**src/rtl/seq_detector_param_if.sv**
```systemverilog
// Bundles the serial-stream, pattern, counter and observation signals of seq_detector_param.
// The master modport is the stimulus side; the slave modport is the detector.
interface seq_detector_param_if #(
    parameter int N     = 6,
    parameter int CNT_W = 8
);
    localparam int STATE_W = $clog2(N + 1);

    logic               x;
    logic               x_en;
    logic               overlap;
    logic               pat_load;
    logic [N-1:0]       pat_in;
    logic               cnt_clr;
    logic               y;
    logic [STATE_W-1:0] cs;
    logic [STATE_W-1:0] ns;
    logic [CNT_W-1:0]   match_cnt;

    modport master (
        output x, x_en, overlap, pat_load, pat_in, cnt_clr,
        input  y, cs, ns, match_cnt
    );

    modport slave (
        input  x, x_en, overlap, pat_load, pat_in, cnt_clr,
        output y, cs, ns, match_cnt
    );
endinterface

```
**src/rtl/seq_detector_param.sv**
```systemverilog
// KMP-style serial pattern detector with loadable pattern, overlap mode and saturating count.
// Define SEQDET_MOORE_EN for a registered (Moore) y; the default build drives y combinationally.
module seq_detector_param #(
    parameter int           N             = 6,
    parameter logic [N-1:0] RESET_PATTERN = 6'b101101,
    parameter int           CNT_W         = 8
) (
    input  logic                 clk,
    input  logic                 rst,
    seq_detector_param_if.slave  bus
);
    localparam int STATE_W = $clog2(N + 1);
    localparam logic [STATE_W-1:0] S_IDLE = '0;
    localparam logic [STATE_W-1:0] S_FULL = STATE_W'(N);

    logic [N-1:0]       pat;
    logic [STATE_W-1:0] cs_q;
    logic [STATE_W-1:0] ce;
    logic [STATE_W-1:0] ns;
    logic [CNT_W-1:0]   cnt_q;
    logic               match;

    // Longest prefix of p_pat that is a suffix of (p_pat prefix of length st, then xb).
    function automatic logic [STATE_W-1:0] kmp_next(
        input logic [N-1:0]       p_pat,
        input logic [STATE_W-1:0] st,
        input logic               xb
    );
        int         c;
        int         best;
        int         i;
        logic       ok;
        logic       pre_b;
        logic       str_b;
        logic [N-1:0] sh;
        c    = int'(st);
        best = 0;
        for (int k = 1; k <= N; k++) begin
            if (k <= c + 1) begin
                ok = 1'b1;
                for (int j = 0; j < N; j++) begin
                    if (j < k) begin
                        sh    = p_pat >> (N - 1 - j);
                        pre_b = sh[0];
                        i     = c + 1 - k + j;
                        if (i == c) begin
                            str_b = xb;
                        end else begin
                            sh    = p_pat >> (N - 1 - i);
                            str_b = sh[0];
                        end
                        if (pre_b != str_b) ok = 1'b0;
                    end
                end
                if (ok) best = k;
            end
        end
        return STATE_W'(best);
    endfunction

    always_comb begin
        ce = cs_q;
        if (cs_q == S_FULL && !bus.overlap) ce = S_IDLE;
        ns = bus.x_en ? kmp_next(pat, ce, bus.x) : cs_q;
    end

    assign match        = bus.x_en & ~bus.pat_load & (ns == S_FULL);
    assign bus.ns        = ns;
    assign bus.cs        = cs_q;
    assign bus.match_cnt = cnt_q;

    always_ff @(posedge clk) begin
        if (!rst) begin
            pat   <= RESET_PATTERN;
            cs_q  <= S_IDLE;
            cnt_q <= '0;
        end else begin
            // A load restarts the search and discards the bit presented with it.
            if (bus.pat_load) begin
                pat  <= bus.pat_in;
                cs_q <= S_IDLE;
            end else if (bus.x_en) begin
                cs_q <= ns;
            end
            if (bus.cnt_clr) begin
                cnt_q <= '0;
            end else if (match && !(&cnt_q)) begin
                cnt_q <= cnt_q + 1'b1;
            end
        end
    end

`ifdef SEQDET_MOORE_EN
    logic y_p1;

    always_ff @(posedge clk) begin
        if (!rst) y_p1 <= 1'b0;
        else      y_p1 <= match;
    end

    assign bus.y = y_p1;
`else
    assign bus.y = match;
`endif

endmodule
```
**src/flat_wrapper.sv**
```systemverilog
// flat-port wrapper written by rule: the top's interface ports become plain ports
module seq_detector_param_flat 
#(
    parameter int           N             = 6,
    parameter logic [N-1:0] RESET_PATTERN = 6'b101101,
    parameter int           CNT_W         = 8
)
  (clk, rst, bus_x, bus_x_en, bus_overlap, bus_pat_load, bus_pat_in, bus_cnt_clr, bus_y, bus_cs, bus_ns, bus_match_cnt);
  seq_detector_param_if #(.N(N), .CNT_W(CNT_W)) bus_i ();
  input  logic clk;
  input  logic rst;
  input wire logic [$bits(bus_i.x)-1:0] bus_x;
  input wire logic [$bits(bus_i.x_en)-1:0] bus_x_en;
  input wire logic [$bits(bus_i.overlap)-1:0] bus_overlap;
  input wire logic [$bits(bus_i.pat_load)-1:0] bus_pat_load;
  input wire logic [$bits(bus_i.pat_in)-1:0] bus_pat_in;
  input wire logic [$bits(bus_i.cnt_clr)-1:0] bus_cnt_clr;
  output wire logic [$bits(bus_i.y)-1:0] bus_y;
  output wire logic [$bits(bus_i.cs)-1:0] bus_cs;
  output wire logic [$bits(bus_i.ns)-1:0] bus_ns;
  output wire logic [$bits(bus_i.match_cnt)-1:0] bus_match_cnt;
  assign bus_i.x = bus_x;
  assign bus_i.x_en = bus_x_en;
  assign bus_i.overlap = bus_overlap;
  assign bus_i.pat_load = bus_pat_load;
  assign bus_i.pat_in = bus_pat_in;
  assign bus_i.cnt_clr = bus_cnt_clr;
  assign bus_y = bus_i.y;
  assign bus_cs = bus_i.cs;
  assign bus_ns = bus_i.ns;
  assign bus_match_cnt = bus_i.match_cnt;
  seq_detector_param #(.N(N), .RESET_PATTERN(RESET_PATTERN), .CNT_W(CNT_W)) u_core (.clk(clk), .rst(rst), .bus(bus_i));
endmodule
```
**config.mk**
```make
export PLATFORM = sky130hd
export DESIGN_NAME = seq_detector_param_flat
export DESIGN_NICKNAME = d
export VERILOG_FILES = /design/src/rtl/seq_detector_param_if.sv /design/src/rtl/seq_detector_param.sv /design/src/flat_wrapper.sv
export SDC_FILE = /design/constraint.sdc
export NUM_CORES = 1
export LEC_CHECK = 0
export CORE_MARGIN = 5
export CORE_UTILIZATION = 40
export DETAILED_ROUTE_END_ITERATION = 12
export MAX_ROUTING_LAYER = met4
export PLACE_DENSITY = 0.62
export SYNTH_ARGS = -nofsm -noshare
export SYNTH_HDL_FRONTEND = slang
export SYNTH_SLANG_ARGS = --single-unit
```
**constraint.sdc**
```tcl
create_clock -name clk -period 21.1 [get_ports clk]
set_input_delay 4.22 -clock clk [delete_from_list [all_inputs] [get_ports clk]]
set_output_delay 4.22 -clock clk [all_outputs]
set_load 0.005 [all_outputs]
```
# After elaboration in Yosys (flattened, before gate mapping)
# Index checks and enable logic that the tools add are counted.
# word_totals
regBits	17
# op_classes
add_sub_neg	44
mux	83
bitwise	4
n_lt_le_gt_ge	6
n_reduce_logical	7
n_eq_ne	44
shifts	21
# ops
op	n
$eq A32 B4 Y1	21
$shr A6 B32 Y1	21
$sub A4 B32 Y32 const A	21
$add A32 B3 Y32 const B	7
$add A32 B2 Y32 const B	5
$add A32 B4 Y32 const B	3
$le A4 B32 Y1 const A	3
$sub A32 B4 Y32 const B	3
$mux W1	71
$le A3 B32 Y1 const A	2
$sub A32 B3 Y32 const B	2
$mux W3	11
$le A2 B32 Y1 const A	1
$sub A32 B2 Y32 const B	1
$ne A1 B1 Y1	21
$add A8 B1 Y8 const B	1
$reduce_and A8 Y1	1
$eq A3 B3 Y1 const B	2
$add A3 B1 Y4 const B	1
$reduce_or A2 Y1	2
$and A1 B1 Y1	2
$logic_and A1 B1 Y1	2
$logic_not A1 Y1	2
$mux W2	1
$not A1 Y1	2

# Depth between registers and ports, before layout
# depth
ltp_word	28
ltp_mapped	25

# Least setup slack after synthesis
# Ideal clock, no wire load.
# synth_path
kind	in2out
start	in bus_overlap
end	out bus_ns[0]
setup_slack_ns	7.197
stages	22
required_time_ns	16.880
arrival_ns	9.683
path_buffers	4
cell_sequence	or3b_1 > clkbuf_1 > nand2_2 > inv_1 > ha_1 > clkbuf_1 > nand2_1 > ha_1 > clkbuf_1 > clkbuf_1 > nand2_1 > inv_1 > ha_1 > nand2_1 > ha_1 > or4b_2 > nor4_1 > a21oi_1 > nor4_1 > xor2_1 > or4b_1 > a41o_1
# synth_via
elab_chain_cells	25
# synth_lines
item	line_no	source
start: declaration	flat_wrapper.sv:14	input wire logic [$bits(bus_i.overlap)-1:0] bus_overlap;
$logic_not A1 Y1 *	seq_detector_param.sv:63	if (cs_q == S_FULL && !bus.overlap) ce = S_IDLE;
$logic_and A1 B1 Y1 *	seq_detector_param.sv:63	
$mux W3 *	seq_detector_param.sv:63	
parallel branches: the longest is 20 deep, another holds $sub A32 B3 Y32	-	
$mux W3 *	seq_detector_param.sv:39	if (k <= c + 1) begin
$mux W3 *	seq_detector_param.sv:64	ns = bus.x_en ? kmp_next(pat, ce, bus.x) : cs_q;
end: declaration	flat_wrapper.sv:20	output wire logic [$bits(bus_i.ns)-1:0] bus_ns;
# Every way passes the cells marked *. The select of a mux whose other input is x is not followed.

# Worst setup path after layout
# Same ends and word-level chain as after synthesis.

==> impl_metrics.prom <==
# TYPE chip_impl_metric gauge
chip_impl_info{name="run_status",value="complete, no violations"} 1
chip_impl_metric{name="antenna-diode-count",unit=""} 0
chip_impl_metric{name="power_frac_seq",unit="%"} 17.1
chip_impl_metric{name="drtAntennaViolNets",unit=""} 0
chip_impl_info{name="cell_at_the_root_of_the_clock_tree",value="sky130_fd_sc_hd__clkbuf_16"} 1
chip_impl_metric{name="ctsHoldBuffers",unit=""} 0
chip_impl_info{name="cell_with_the_most_instances_after_synthesis",value="sky130_fd_sc_hd__nand2_1"} 1
chip_impl_metric{name="dp_hpwl",unit="um"} 12800
chip_impl_metric{name="fp.coreArea",unit="sq um"} 13100
chip_impl_metric{name="viasPerCell",unit=""} 6.29
chip_impl_info{name="synth.area.top_cells",value="sky130_fd_sc_hd__ha_1, sky130_fd_sc_hd__dfxtp_1, sky130_fd_sc_hd__nand2_1, sky130_fd_sc_hd__a21oi_1, sky130_fd_sc_hd__mux2i_1"} 1
chip_impl_metric{name="grt_max_degree",unit=""} 44
chip_impl_metric{name="yosys_warnings",unit=""} 0
chip_impl_metric{name="initial_utilization",unit="%"} 40.4
chip_impl_info{name="rsz0062_at_grt",value="no"} 1
chip_impl_metric{name="antenna_violations_before_repair",unit=""} 0
chip_impl_metric{name="wl_per_cell",unit="um"} 18.6
chip_impl_metric{name="power_per_cell_area",unit="nW/um^2"} 37.6
chip_impl_metric{name="grt_util_all_layers",unit="%"} 21.1
chip_impl_metric{name="postSynthAreaPerCell",unit="sq um"} 7.23
chip_impl_metric{name="final-max-slew-violation-count",unit=""} 0
chip_impl_metric{name="timing_hold_violations_final",unit=""} 0
chip_impl_metric{name="worstPathMaxFanout",unit=""} 21
chip_impl_metric{name="fin_nets",unit=""} 809
chip_impl_info{name="timing.critical_path.to_type",value="output pin"} 1
chip_impl_metric{name="post_place_cells",unit=""} 895
chip_impl_info{name="grt-busiest-layer",value="met2"} 1
chip_impl_metric{name="synth_async_sr_flop_share",unit="%"} 0
chip_impl_metric{name="timing.clock.skew",unit="ps"} 3.67
chip_impl_metric{name="met2_usage",unit="%"} 33.5
chip_impl_info{name="predominant_post_synthesis_flop_cell",value="sky130_fd_sc_hd__dfxtp_1"} 1
chip_impl_metric{name="clock_path_buffers",unit=""} 2
chip_impl_metric{name="grtUsageMet3",unit="%"} 1.49
chip_impl_metric{name="leakage",unit="nW"} 2.21
chip_impl_info{name="worst_hold_path_type",value="flip-flop to flip-flop"} 1
chip_impl_metric{name="io_pins",unit=""} 28
chip_impl_metric{name="drt_drc_violations_left",unit=""} 0
chip_impl_metric{name="floorplan.rows",unit=""} 42
chip_impl_metric{name="post-route-util",unit="%"} 43.4
chip_impl_metric{name="wire_length_of_the_first_global_routing_pass",unit="um"} 27600
chip_impl_metric{name="totalNegativeSetupSlack",unit="ps"} 0
chip_impl_metric{name="design_power_total",unit="W"} 0.000214
chip_impl_metric{name="synth_seq_cells",unit=""} 17
chip_impl_metric{name="clkLatencyLatePin",unit="ps"} 240
chip_impl_metric{name="clkSinkCount",unit=""} 17
chip_impl_metric{name="num_vias",unit=""} 5658
chip_impl_metric{name="final_cells",unit=""} 899
chip_impl_metric{name="ys_seq_area_share",unit="%"} 6.41
chip_impl_info{name="crit_type",value="primary input to output pin"} 1
chip_impl_metric{name="layout_min_cycle_time",unit="ps"} 15360
chip_impl_info{name="tritoncts",value="done"} 1
chip_impl_metric{name="numCtsBuffers",unit=""} 3
chip_impl_metric{name="vdd.ir_drop.worst",unit="V"} 0.0000394
chip_impl_metric{name="area.growth.synth_to_final",unit="%"} 7.45
chip_impl_metric{name="grt_met1_use",unit="%"} 29.2
chip_impl_metric{name="power.share.combinational",unit="%"} 65.7
chip_impl_metric{name="clkTransAtPathRegs",unit="ps"} 50
chip_impl_metric{name="netSwitchingFraction",unit="%"} 45.4
chip_impl_metric{name="grt_pass1_vias",unit=""} 5355
chip_impl_metric{name="synth_fp_nets",unit=""} 819
chip_impl_metric{name="clock_network_fraction_of_total_power",unit="%"} 17.2
chip_impl_metric{name="buffer_ports.inserted",unit=""} 27
chip_impl_metric{name="postRouteWirelength",unit="um"} 16700
chip_impl_metric{name="ys_types",unit=""} 91
chip_impl_metric{name="timing.slew.headroom",unit="%"} 36.0
chip_impl_metric{name="number_of_post_cts_setup_repair_buffers",unit=""} 0
chip_impl_metric{name="design.die.area",unit="sq um"} 15700
chip_impl_metric{name="min_delay_path_depth",unit=""} 2
chip_impl_metric{name="detail_route.first_pass.iterations",unit=""} 5
chip_impl_metric{name="drt_first_iter_violations",unit=""} 489
chip_impl_metric{name="power.net_switching",unit="W"} 0.0000974
chip_impl_metric{name="internal-power",unit="W"} 0.000117
chip_impl_metric{name="max_slew.worst_pin.slew",unit="ps"} 949
chip_impl_info{name="setup.worst_path.start_class",value="primary input"} 1
chip_impl_metric{name="final.period_utilization",unit="%"} 72.8
chip_impl_metric{name="cp.arrival",unit="ps"} 11140
chip_impl_metric{name="dieHeight",unit="um"} 125
chip_impl_metric{name="syn-cell-area",unit="sq um"} 5310
chip_impl_info{name="ys_top_cells_by_count",value="sky130_fd_sc_hd__nand2_1, sky130_fd_sc_hd__ha_1, sky130_fd_sc_hd__nor2_1, sky130_fd_sc_hd__inv_1, sky130_fd_sc_hd__a21oi_1"} 1
chip_impl_metric{name="gp_routability_congestion",unit=""} 0.988
chip_impl_metric{name="die_w",unit="um"} 125
chip_impl_metric{name="maxCapViolations",unit=""} 0
chip_impl_metric{name="syn_inst",unit=""} 734
chip_impl_metric{name="htreeDepth",unit=""} 1
chip_impl_metric{name="drive_above_1_share",unit="%"} 6.78
chip_impl_info{name="yosysTopAreaCell",value="sky130_fd_sc_hd__ha_1"} 1
chip_impl_metric{name="synth_top_area_share",unit="%"} 16.7
chip_impl_metric{name="synth-edff-count",unit=""} 0
chip_impl_metric{name="cts_repair_resize_count",unit=""} 0
chip_impl_metric{name="crit_required",unit="ps"} 16880
chip_impl_metric{name="global_route.overflow_total",unit=""} 0
chip_impl_metric{name="setup-violations-final",unit=""} 0
chip_impl_metric{name="fmax",unit="GHz"} 0.0651
chip_impl_metric{name="reg2reg_depth",unit=""} 20
==> sequential cells by signal, summed over array words and instances (netlist names) <==
signal and cells:
u_core.bus.cs 3, u_core.bus.match_cnt 8, u_core.pat 6
==> path summary, 6_finish.rpt <==
check,to,startpoint,slack [ps]
worst max-delay path,bus_ns[0],bus_overlap,5740
worst max register to register,u_core.bus.cs[0]$_SDFFE_PP0P_,u_core.bus.cs[0]$_SDFFE_PP0P_,14330
worst min-delay path,u_core.bus.match_cnt[6]$_SDFFE_PP0P_,u_core.bus.match_cnt[6]$_SDFFE_PP0P_,510
worst min register to register,u_core.bus.match_cnt[6]$_SDFFE_PP0P_,u_core.bus.match_cnt[6]$_SDFFE_PP0P_,510
==> cell type report <==
| cell class | count | area, sq um |
|---|---|---|
| clock buffers | 4 | 78.8 |
| multi-input cells | 629 | 4600 |
| well taps | 176 | 220 |
| fillers | 1360 | 7430 |
| flip-flops and latches | 17 | 342 |
| repair buffers | 33 | 315 |
| inverters | 40 | 150 |
==> power by group through the flow <==
stage | logic (W) | registers, W | clock network, W
after global placement | 0.000134 | 0.0000372 | 0
after floorplan | 0.000109 | 0.0000343 | 0
after global routing | 0.000155 | 0.0000368 | 0.0000391
after detailed placement | 0.000137 | 0.0000372 | 0
final | 0.000141 | 0.0000367 | 0.0000369
after CTS | 0.000138 | 0.0000365 | 0.0000377
==> through the flow <==
stage	hold WS, ps	area (sq um)	setup WS, ps
3_5_place_dp	496	5630	5820
6_report	509	5710	5740
5_1_grt	530	5710	5260
4_1_cts	505	5710	5790
2_1_floorplan	477	5310	7200
3_3_place_gp	488	5630	6080
==> critical path: stages <==
cell,delay [ps]
sky130_fd_sc_hd__clkdlybuf4s50_1,560
sky130_fd_sc_hd__or3b_1,530
sky130_fd_sc_hd__nand2_2,390
sky130_fd_sc_hd__inv_1,250
sky130_fd_sc_hd__ha_1,430
sky130_fd_sc_hd__nand2_1,490
sky130_fd_sc_hd__ha_1,600
sky130_fd_sc_hd__nand2_1,170
sky130_fd_sc_hd__inv_1,90
sky130_fd_sc_hd__ha_1,200
sky130_fd_sc_hd__nand2_1,70
sky130_fd_sc_hd__ha_1,210
sky130_fd_sc_hd__or4b_2,640
sky130_fd_sc_hd__nor4_1,240
sky130_fd_sc_hd__a21oi_1,90
sky130_fd_sc_hd__nor4_1,450
sky130_fd_sc_hd__xor2_1,160
sky130_fd_sc_hd__or4b_1,630
sky130_fd_sc_hd__a41o_1,290
sky130_fd_sc_hd__clkdlybuf4s50_1,450
==> per-layer routing <==
layer	vias up	part of all wire [%]
met2	223	46
met4	0	2.3
met5	-	0
met1	2682	46
li1	2721	-
met3	32	6.3
==> kinds of logic (layout without fill, tap and decap cells) <==
family	Yosys count	after routing	synth area share, %
xor+xnor	32	32	5.28
fa+ha+maj	72	72	17.1
mux	28	28	6.36
compound gates	193	193	26.6
buf+inv	88	77	6.97
simple gates	304	304	31.3
flops	17	17	6.41
==> layout by cell type, fill, tap and decap left out, types with 7 or more instances in the layout <==
cell type / Yosys / final
sky130_fd_sc_hd__nand2_1: 77 / 77
sky130_fd_sc_hd__ha_1: 71 / 71
sky130_fd_sc_hd__nor2_1: 44 / 44
sky130_fd_sc_hd__inv_1: 39 / 39
sky130_fd_sc_hd__a21oi_1: 36 / 36
sky130_fd_sc_hd__o21ai_0: 35 / 35
sky130_fd_sc_hd__nand3_1: 30 / 30
sky130_fd_sc_hd__nor2b_1: 27 / 27
sky130_fd_sc_hd__clkdlybuf4s50_1: 0 / 27
sky130_fd_sc_hd__mux2i_1: 18 / 18
sky130_fd_sc_hd__xnor2_1: 17 / 17
sky130_fd_sc_hd__nor3_1: 17 / 17
sky130_fd_sc_hd__dfxtp_1: 17 / 16
sky130_fd_sc_hd__nand4_1: 15 / 15
sky130_fd_sc_hd__xor2_1: 15 / 15
sky130_fd_sc_hd__nand2b_1: 12 / 12
sky130_fd_sc_hd__o22ai_1: 11 / 11
sky130_fd_sc_hd__a31oi_1: 10 / 10
sky130_fd_sc_hd__o2111ai_1: 9 / 9
sky130_fd_sc_hd__and3_1: 8 / 8
sky130_fd_sc_hd__nand3b_1: 8 / 8
sky130_fd_sc_hd__nor4_1: 8 / 8
sky130_fd_sc_hd__or3_1: 8 / 8
sky130_fd_sc_hd__nor3b_1: 8 / 8
sky130_fd_sc_hd__o211ai_1: 7 / 7
No activity file was read; power rests on OpenSTA's default activity.
